===== src/rtl/uart_cmd_pkg.sv =====
// Shared types and ASCII constants for the UART GPIO command controller.
package uart_cmd_pkg;

  typedef enum logic [2:0] {
    ST_IDLE     = 3'd0,
    ST_GET_CH   = 3'd1,
    ST_GET_VAL  = 3'd2,
    ST_GET_END  = 3'd3,
    ST_SEND_ACK = 3'd4
  } state_e;

  typedef enum logic [1:0] {
    OP_CLR = 2'd0,
    OP_SET = 2'd1,
    OP_TOG = 2'd2
  } op_e;

  localparam logic [7:0] CH_START   = 8'h53;  // 'S'
  localparam logic [7:0] ACK_OK     = 8'h4B;  // 'K'
  localparam logic [7:0] ACK_ERR    = 8'h45;  // 'E'
  localparam logic [7:0] VAL_TOG    = 8'h54;  // 'T'
  localparam logic [7:0] ASCII_LF   = 8'h0A;
  localparam logic [7:0] ASCII_CR   = 8'h0D;
  localparam logic [7:0] ASCII_ZERO = 8'h30;
  localparam logic [7:0] ASCII_ONE  = 8'h31;

  function automatic logic is_val_byte(input logic [7:0] b);
    return (b == ASCII_ZERO) || (b == ASCII_ONE) || (b == VAL_TOG);
  endfunction

  function automatic op_e val_to_op(input logic [7:0] b);
    if (b == ASCII_ZERO) return OP_CLR;
    if (b == ASCII_ONE)  return OP_SET;
    return OP_TOG;
  endfunction

endpackage


===== src/rtl/uart_cmd_if.sv =====
// Byte stream in, ack byte out, GPIO levels and error pulse of the command controller.
interface uart_cmd_if #(
  parameter int NUM_CH = 8
);
  logic [7:0]        rx_data;
  logic              rx_ready;
  logic [NUM_CH-1:0] gpio_out;
  logic [7:0]        tx_data;
  logic              tx_valid;
  logic              tx_ready;
  logic              frame_err;

  modport master (
    output rx_data, rx_ready, tx_ready,
    input  gpio_out, tx_data, tx_valid, frame_err
  );

  modport slave (
    input  rx_data, rx_ready, tx_ready,
    output gpio_out, tx_data, tx_valid, frame_err
  );
endinterface


===== src/rtl/uart_cmd_timer.sv =====
// Inter-byte timeout counter: expired rises once TIMEOUT_CYCLES cycles have passed since the last clear.
module uart_cmd_timer #(
  parameter int TIMEOUT_CYCLES = 2_500_000
) (
  input  logic clk,
  input  logic rst,
  input  logic clear,
  input  logic run,
  output logic expired
);
  localparam int W = $clog2(TIMEOUT_CYCLES);
  localparam logic [W-1:0] LAST = W'(TIMEOUT_CYCLES - 1);

  logic [W-1:0] r_count;

  // The count is 0 in the cycle after the clearing edge, so expiry lands exactly TIMEOUT_CYCLES edges later.
  assign expired = run && (r_count == LAST);

  always_ff @(posedge clk) begin
    if (rst || clear || !run) begin
      r_count <= '0;
    end else if (!expired) begin
      r_count <= r_count + 1'b1;
    end
  end
endmodule


===== src/rtl/uart_cmd_ctrl.sv =====
// UART "S<ch><val><LF|CR>" command parser driving registered GPIO with 'K'/'E' acks.
// Optional inter-byte timeout enabled by defining UART_CMD_TIMEOUT_EN.
module uart_cmd_ctrl
  import uart_cmd_pkg::*;
#(
  parameter int NUM_CH         = 8,
  parameter int TIMEOUT_CYCLES = 2_500_000
) (
  input logic      clk,
  input logic      rst,
  uart_cmd_if.slave bus
);
  localparam logic [NUM_CH-1:0] ONE_HOT0 = NUM_CH'(1);

  if (NUM_CH < 1 || NUM_CH > 10 || TIMEOUT_CYCLES < 2) begin : g_bad_params
    $error("uart_cmd_ctrl: NUM_CH must be 1..10 and TIMEOUT_CYCLES >= 2");
  end

  state_e            r_state;
  op_e               r_op;
  logic [3:0]        r_ch;
  logic [NUM_CH-1:0] r_gpio;
  logic [7:0]        r_tx_data;
  logic              r_tx_valid;
  logic              r_frame_err;

  state_e            w_next;
  logic              w_ok;
  logic              w_err;
  logic              w_latch_ch;
  logic              w_latch_op;
  logic              w_expired;
  logic [7:0]        w_ch_off;
  logic              w_is_start;
  logic [NUM_CH-1:0] w_mask;
  logic [NUM_CH-1:0] w_gpio_next;

`ifdef UART_CMD_TIMEOUT_EN
  logic w_run;
  assign w_run = (r_state == ST_GET_CH) || (r_state == ST_GET_VAL) || (r_state == ST_GET_END);

  uart_cmd_timer #(.TIMEOUT_CYCLES(TIMEOUT_CYCLES)) u_timer (
    .clk     (clk),
    .rst     (rst),
    .clear   (bus.rx_ready),
    .run     (w_run),
    .expired (w_expired)
  );
`else
  assign w_expired = 1'b0;
`endif

  // Unsigned offset: bytes below '0' wrap to large values and fail the range check.
  assign w_ch_off   = bus.rx_data - ASCII_ZERO;
  assign w_is_start = (bus.rx_data == CH_START);
  assign w_mask     = ONE_HOT0 << r_ch;

  // NOTE: every always_comb output gets a default first so no path can infer a latch.
  always_comb begin
    w_next     = r_state;
    w_ok       = 1'b0;
    w_err      = 1'b0;
    w_latch_ch = 1'b0;
    w_latch_op = 1'b0;
    case (r_state)
      ST_IDLE: begin
        if (bus.rx_ready && w_is_start) w_next = ST_GET_CH;
      end
      ST_GET_CH: begin
        if (bus.rx_ready) begin
          if (w_is_start) w_next = ST_GET_CH;
          else if (w_ch_off < 8'(NUM_CH)) begin
            w_next     = ST_GET_VAL;
            w_latch_ch = 1'b1;
          end else w_err = 1'b1;
        end else if (w_expired) w_err = 1'b1;
      end
      ST_GET_VAL: begin
        if (bus.rx_ready) begin
          if (w_is_start) w_next = ST_GET_CH;
          else if (is_val_byte(bus.rx_data)) begin
            w_next     = ST_GET_END;
            w_latch_op = 1'b1;
          end else w_err = 1'b1;
        end else if (w_expired) w_err = 1'b1;
      end
      ST_GET_END: begin
        if (bus.rx_ready) begin
          if (w_is_start) w_next = ST_GET_CH;
          else if (bus.rx_data == ASCII_LF || bus.rx_data == ASCII_CR) w_ok = 1'b1;
          else w_err = 1'b1;
        end else if (w_expired) w_err = 1'b1;
      end
      ST_SEND_ACK: begin
        if (r_tx_valid && bus.tx_ready) w_next = ST_IDLE;
      end
      default: w_next = ST_IDLE;
    endcase
    if (w_ok || w_err) w_next = ST_SEND_ACK;
  end

  always_comb begin
    w_gpio_next = r_gpio;
    case (r_op)
      OP_CLR:  w_gpio_next = r_gpio & ~w_mask;
      OP_SET:  w_gpio_next = r_gpio | w_mask;
      default: w_gpio_next = r_gpio ^ w_mask;
    endcase
  end

  // NOTE: sequential state uses non-blocking assignments so every register samples pre-edge values.
  always_ff @(posedge clk) begin
    if (rst) begin
      r_state     <= ST_IDLE;
      r_gpio      <= '0;
      r_tx_valid  <= 1'b0;
      r_tx_data   <= '0;
      r_frame_err <= 1'b0;
      // NOTE: frame scratch registers are reset too; they are tiny and this keeps sim free of X.
      r_ch        <= '0;
      r_op        <= OP_CLR;
    end else begin
      r_state     <= w_next;
      r_frame_err <= w_err;
      if (w_latch_ch) r_ch <= w_ch_off[3:0];
      if (w_latch_op) r_op <= val_to_op(bus.rx_data);
      if (w_ok) r_gpio <= w_gpio_next;
      if (w_ok || w_err) begin
        r_tx_valid <= 1'b1;
        r_tx_data  <= w_ok ? ACK_OK : ACK_ERR;
      end else if (r_tx_valid && bus.tx_ready) begin
        r_tx_valid <= 1'b0;
      end
    end
  end

  assign bus.gpio_out  = r_gpio;
  assign bus.tx_data   = r_tx_data;
  assign bus.tx_valid  = r_tx_valid;
  assign bus.frame_err = r_frame_err;
endmodule


===== src/flat_wrapper.sv =====
// flat-port wrapper written by rule: the top's interface ports become plain ports
module uart_cmd_ctrl_flat import uart_cmd_pkg::*;
#(
  parameter int NUM_CH         = 8,
  parameter int TIMEOUT_CYCLES = 2_500_000
)
  (clk, rst, bus_rx_data, bus_rx_ready, bus_tx_ready, bus_gpio_out, bus_tx_data, bus_tx_valid, bus_frame_err);
  uart_cmd_if #(.NUM_CH(NUM_CH)) bus_i ();
  input logic clk;
  input logic rst;
  input wire logic [$bits(bus_i.rx_data)-1:0] bus_rx_data;
  input wire logic [$bits(bus_i.rx_ready)-1:0] bus_rx_ready;
  input wire logic [$bits(bus_i.tx_ready)-1:0] bus_tx_ready;
  output wire logic [$bits(bus_i.gpio_out)-1:0] bus_gpio_out;
  output wire logic [$bits(bus_i.tx_data)-1:0] bus_tx_data;
  output wire logic [$bits(bus_i.tx_valid)-1:0] bus_tx_valid;
  output wire logic [$bits(bus_i.frame_err)-1:0] bus_frame_err;
  assign bus_i.rx_data = bus_rx_data;
  assign bus_i.rx_ready = bus_rx_ready;
  assign bus_i.tx_ready = bus_tx_ready;
  assign bus_gpio_out = bus_i.gpio_out;
  assign bus_tx_data = bus_i.tx_data;
  assign bus_tx_valid = bus_i.tx_valid;
  assign bus_frame_err = bus_i.frame_err;
  uart_cmd_ctrl #(.NUM_CH(NUM_CH), .TIMEOUT_CYCLES(TIMEOUT_CYCLES)) u_core (.clk(clk), .rst(rst), .bus(bus_i));
endmodule

===== config.mk =====
export PLATFORM = sky130hd
export DESIGN_NAME = uart_cmd_ctrl_flat
export DESIGN_NICKNAME = d
export VERILOG_FILES = /design/src/rtl/uart_cmd_pkg.sv /design/src/rtl/uart_cmd_if.sv /design/src/rtl/uart_cmd_timer.sv /design/src/rtl/uart_cmd_ctrl.sv /design/src/flat_wrapper.sv
export SDC_FILE = /design/constraint.sdc
export NUM_CORES = 1
export LEC_CHECK = 0
export ABC_CLOCK_PERIOD_IN_PS = 3010
export BUFFER_PORTS_ARGS = -buffer_cell sky130_fd_sc_hd__buf_2
export CAP_MARGIN = 20
export CORE_MARGIN = 5
export CORE_UTILIZATION = 59
export CTS_CLUSTER_SIZE = 20
export DETAILED_ROUTE_END_ITERATION = 8
export PLACE_DENSITY = 0.95
export SLEW_MARGIN = 5
export SYNTH_ARGS = -nofsm -noshare
export SYNTH_HDL_FRONTEND = slang
export SYNTH_SLANG_ARGS = --single-unit

===== constraint.sdc =====
create_clock -name clk -period 3.01 [get_ports clk]
set_input_delay 0.4515 -clock clk [delete_from_list [all_inputs] [get_ports clk]]
set_output_delay 0.4515 -clock clk [all_outputs]
set_load 0.02 [all_outputs]

Word level (Yosys, flattened, before mapping)

Cells that the tools add are included.

Muxes and demuxes: 49
Magnitude comparators: 1
Add/subtract/negate cells: 1
Shift operators: 1
Reduce and logical (&&, ||, !) cells: 12
Bitwise gates (word level): 4
Eq/ne operators: 27

Operator list:

| operator                                                   | count |
|---|---|
| two-way mux 3 bit                                          | 11 |
| two-way mux 1 bit                                          | 30 |
| == test 8 x 4 -> 1 bit, second input constant              | 2 |
| == test 8 x 6 -> 1 bit, second input constant              | 2 |
| == test 8 x 7 -> 1 bit, second input constant              | 2 |
| one-hot mux 8 bit (2 select lines)                         | 1 |
| AND reduction 8 bit                                        | 2 |
| inequality test 3 x 1 -> 1 bit, second input constant      | 5 |
| one-hot mux 3 bit (5 select lines)                         | 1 |
| inequality test 3 x 2 -> 1 bit, second input constant      | 3 |
| AND 8 bit                                                  | 1 |
| less-than comparator 8 x 4 -> 1 bit, second input constant | 1 |
| two-way mux 2 bit                                          | 4 |
| inequality test 4 x 1 -> 1 bit, second input constant      | 2 |
| inverter 8 bit                                             | 1 |
| OR 8 bit                                                   | 1 |
| << shifter 1 x 4 -> 8 bit, first input constant            | 1 |
| subtractor 8 x 6 -> 8 bit, second input constant           | 1 |
| bitwise XOR 8 bit                                          | 1 |
| == test 3 x 2 -> 1 bit, second input constant              | 2 |
| inequality test 2 x 1 -> 1 bit, second input constant      | 3 |
| inequality test 2 bit, second input constant               | 3 |
| logical OR 1 bit                                           | 4 |
| two-way mux 4 bit                                          | 1 |
| other kinds (9)                                            | 10 |

Flip-flop bits (word level): 27
Output and inout bits: 18
Bits of input ports: 12

Logic depth before layout (Yosys ltp)

Depth after elaboration: 14
Mapped depth: 8
Gate-level depth less buffers: 8

Worst setup path before layout

Ideal clock, no wire load.

Path kind: input -> register
From: input bus_rx_data[0]
To: register u_core.r_state[0]
Stages: 6
Setup slack: 1.155 ns
Arrival: 1.775 ns
Path buffers: 1
Library setup time: 0.079 ns
Cells stage by stage: buf_2 -> and4bb_1 -> o21bai_1 -> o211a_1 -> or3_1 -> a211oi_2

Word-level cells in the longest chain between the ends: 9
Elaborated cells between the ends (all ways): 38
Classes of those cells: add/sub: 1; order compare: 1; eq/ne: 10; mux: 19; reduce/logical: 7

RTL lines:

| item                                                                              | RTL line             | text |
|---|---|---|
| start: declaration                                                                | flat_wrapper.sv:11   | `input wire logic [$bits(bus_i.rx_data)-1:0] bus_rx_data;` |
| parallel branches: the longest is 9 deep, another holds subtractor 8 x 6 -> 8 bit | -                    |  |
| end signal: assignment                                                            | uart_cmd_ctrl.sv:123 | `r_state <= w_next;` |
| end: declaration                                                                  | uart_cmd_ctrl.sv:19  | `state_e r_state;` |

Several ways; the timed one is not identified. The select of a mux whose other input is x is not followed.
A chain may end at the register's enable or synchronous reset.

Worst setup path in the final report

From: input bus_rx_data[7]
To: register u_core.r_gpio[4] (netlist: u_core.bus.gpio_out[4])

Word-level cells in the longest chain between the ends: 6
Elaborated cells between the ends (all ways): 8
Classes of those cells: eq/ne: 3; mux: 4; reduce/logical: 1

RTL lines:

| item                   | RTL line             | text |
|---|---|---|
| == test 8 x 4 -> 1 bit | uart_cmd_ctrl.sv:90  | `else if (bus.rx_data == ASCII_LF \|\| bus.rx_data == ASCII_CR) w_ok = 1'b1;` |
| logical OR 1 bit       | uart_cmd_ctrl.sv:90  |  |
| two-way mux 1 bit      | uart_cmd_ctrl.sv:90  |  |
| two-way mux 1 bit (*)  | uart_cmd_ctrl.sv:89  | `if (w_is_start) w_next = ST_GET_CH;` |
| two-way mux 1 bit (*)  | uart_cmd_ctrl.sv:88  | `if (bus.rx_ready) begin` |
| two-way mux 1 bit (*)  | uart_cmd_ctrl.sv:65  | `case (r_state)` |
| end signal: assignment | uart_cmd_ctrl.sv:127 | `if (w_ok) r_gpio <= w_gpio_next;` |
| end: declaration       | uart_cmd_ctrl.sv:22  | `logic [NUM_CH-1:0] r_gpio;` |

Every way passes the cells marked *; elsewhere a longest branch is shown, timed or not.

==> results.yml <==
worst_hold_path:
  min_to: "u_core.bus.tx_valid$_SDFFE_PP0P_"
  holdCritStartpoint: "bus_tx_ready"
  hp-class: "in2reg"
  holdPathStages: 3
logic_synthesis:
  synth_area_leaders: "dfxtp_1 (27%), ha_1 (12%), nand2_1 (5.6%), mux2i_1 (5.0%), inv_1 (4.4%)"
  synthTopCellsByCount: "nand2_1 (24), dfxtp_1 (22), inv_1 (19)"
  synth-seq-cells: 22
  synth_most_common_cell: "nand2_1"
  yosysTopAreaCell: "dfxtp_1"
  avgSynthCellArea_um2: 8.219
  synth_cells: 195
  synth_top_area_share_pct: 27.48
  synth_enable_flop_cells: 0
  yosysSeqAreaShare_pct: 27.48
  synth.distinct_cells: 45
  ys.flop_type: "dfxtp_1"
  yosysWarningCount: 0
  ys_async_sr_fraction_pct: 0
  syn-cell-area_um2: 1603
sta:
  hold_violations: 0
  slew_headroom_pct: 48.75
  setup-tns-final_ns: 0
  fmax_mhz: 511.7
  setup_slack_ns: 1.056
  final.min_clock_period_ns: 1.954
  setup_viol: 0
  rsz0062_at_grt: "no"
  tightest_slew_ns: 0.7629
  final.period_utilization_pct: 64.93
  skew_ns: 0.004385
  maxSlewViolCount: 0
clocking:
  cts_root_buffer: "clkbuf_4"
  clk_latency_ns: 0.30
  postCtsSetupRepairBufs: 0
  cts_tree: "yes"
  clockBufferDepth: 2
  clk_pin_slew_ns: 0.12
  cts-resized-gates: 0
  numCtsBuffers: 3
  clock_sinks: 22
  ctsHoldBuffers: 0
  htreeDepth: 1
power:
  p_seq_share_pct: 59.9
  switching_share_pct: 22.28
  peakVddDrop_mv: 0.4555
  netSwitchingPower_w: 0.0001084
  pwr_density_cell_nw_per_um2: 280.8
  p_clk_share_pct: 32.6
  power_frac_comb_pct: 7.6
  p_int_w: 0.0003782
  leakage_nw: 0.7402
route:
  drt_iter0_drc: 72
  wl_mm: 3.191
  wl_met1_mm: 1.407
  top_layer: "met4"
  wire_per_inst_um: 13.08
  wl_met2_mm: 1.657
  wl_met3_um: 114
  final_antenna_net_count: 0
  drt-vias-per-instance: 5.693
  route.detailed.drc: 0
  vias: 1389
  dr.pass1.iters: 4
place:
  globalplace.congestion: 0.9153
  placed_area_um2: 1697
  portBuffers: 26
  preCtsSetupSlack_ns: 0.7106
  dp_hpwl_mm: 2.466
worst_setup_path:
  cp.arrival_ns: 2.14
  crit_fanout: 15
  required_ns: 3.19
  r2r_cells: 4
  rrSetupSlack_ns: 1.19
  r2r_end: "u_core.bus.gpio_out[4]$_SDFFE_PP0P_"
  startpoint_type: "primary input"
  rr_startpoint: "u_core.r_state[0]$_SDFFE_PP0P_"
  criticalPathCategory: "in2reg"
  cp-end-kind: "flop"
die:
  ioPinCount: 30
  dieArea_um2: 3859
  core_area_um2: 2686
  dieHeight_um: 62.12
  chipWidth_um: 62.12
  rows: 19
  initial_utilization_pct: 59.66
global_routing:
  grt_pass1_vias: 1301
  gr-total-overflow: 0
  antenna_found_initial: 0
  grt_max_degree: 22
  grt_pass1_wl_mm: 5.471
  grt_usage_pct: 16.50
layout:
  final_nets: 242
  syn_to_final_growth_pct: 8.119
  final_util_pct: 64.51
  fin_area_um2: 1733
  antennaDiodeCount: 0
  drive_gt1_share_pct: 19.25
status:
  status: "completed"
job:
  drv_cap: 0
-- power by group through the flow --
| stage | clock [W] | sequential, W | combinational (W) |
|---|---|---|---|
| floorplan | 0 | 0.000298 | 0.0000245 |
| global placement | 0 | 0.000298 | 0.0000351 |
| detailed placement | 0 | 0.000298 | 0.0000364 |
| CTS | 0.000164 | 0.000291 | 0.0000365 |
| global route | 0.000175 | 0.000291 | 0.0000404 |
| finish | 0.000159 | 0.000291 | 0.0000368 |
-- layout by cell type, fill, tap and decap left out, types with 3 or more instances in the layout --
cell type  synthesis  final
buf_2              3     26
nand2_1           24     24
dfxtp_1           22     22
inv_1             19     19
ha_1              16     16
nor2_1            12     12
a21oi_1           11     11
mux2i_1            8      8
o21ai_0            8      8
a211oi_1           6      6
a211oi_2           5      5
nor2b_1            4      4
nand3_1            4      4
a31oi_1            4      4
o211ai_1           3      3
or3_1              3      3
nand2b_1           3      3
conb_1             1      3
clkbuf_4           0      3
-- cell type report --
class                           instances  area (um^2)
Multi-Input combinational cell        142         1016
Inverter                               19        71.32
Sequential cell                        22        440.4
Tap cell                               31        38.79
Timing Repair Buffer                   26        130.1
Fill cell                             258        953.4
Clock buffer                            4        36.28
-- sequential cells by signal, summed over array words and instances, names as in the netlist --
name and count:
u_core.bus.tx_valid 1, u_core.bus.gpio_out 8, u_core.r_ch 4, u_core.r_op 2
u_core.bus.tx_data 3, u_core.bus.frame_err 1, u_core.r_state 3
-- metal layers --
layer | GRT usage, % | vias up
li1 | - | 712
met1 | 19.23 | 654
met2 | 30.05 | 21
met3 | 3.784 | 2
met4 | 3.794 | 0
met5 | 0 | -
-- worst max path at each step --
| stage | slack [ns] | end | depth (start not counted) | from |
|---|---|---|---|---|
| floorplan | 1.16 | u_core.r_state[0]$_SDFFE_PP0P_ | 6 | bus_rx_data[0] |
| global placement | 0.82 | u_core.bus.gpio_out[1]$_SDFFE_PP0P_ | 6 | bus_rx_data[7] |
| detailed placement | 0.71 | u_core.bus.gpio_out[4]$_SDFFE_PP0P_ | 6 | bus_rx_data[7] |
| CTS | 1.04 | u_core.bus.gpio_out[4]$_SDFFE_PP0P_ | 6 | bus_rx_data[7] |
| global route | 0.96 | u_core.bus.gpio_out[0]$_SDFFE_PP0P_ | 6 | bus_rx_data[7] |
| finish | 1.06 | u_core.bus.gpio_out[4]$_SDFFE_PP0P_ | 6 | bus_rx_data[7] |
-- worst max-delay path, stage by stage --
cell and delay, ns:
buf_2 0.13, nor4_1 0.28, o211ai_1 0.17, or3_1 0.63
a211oi_1 0.40, a211oi_2 0.08
-- cell families (layout without fill, tap and decap cells) --
kind of cell,count (synthesis),after routing,share of synthesized area (%)
adder cells (fa/ha/maj),16,16,12.49
AO/OA/AOI/OAI,47,47,21.94
multiplexers,8,8,4.996
AND/OR/NAND/NOR,67,67,22.72
buffers and inverters,33,49,9.602
other,1,3,0.2340
XOR/XNOR,1,1,0.5465
flip-flops,22,22,27.48
-- per-stage QoR --
step | total power [W] | cells | hold WS, ns
after detailed placement | 0.0003342 | 240 | 0.4620
after floorplan | 0.0003223 | 197 | 0.4789
after global placement | 0.0003329 | 240 | 0.4332
after CTS | 0.0004918 | 244 | 0.4498
final | 0.0004866 | 244 | 0.4543
after global routing | 0.0005072 | 244 | 0.4794
Power figures use the tool's default switching activity.
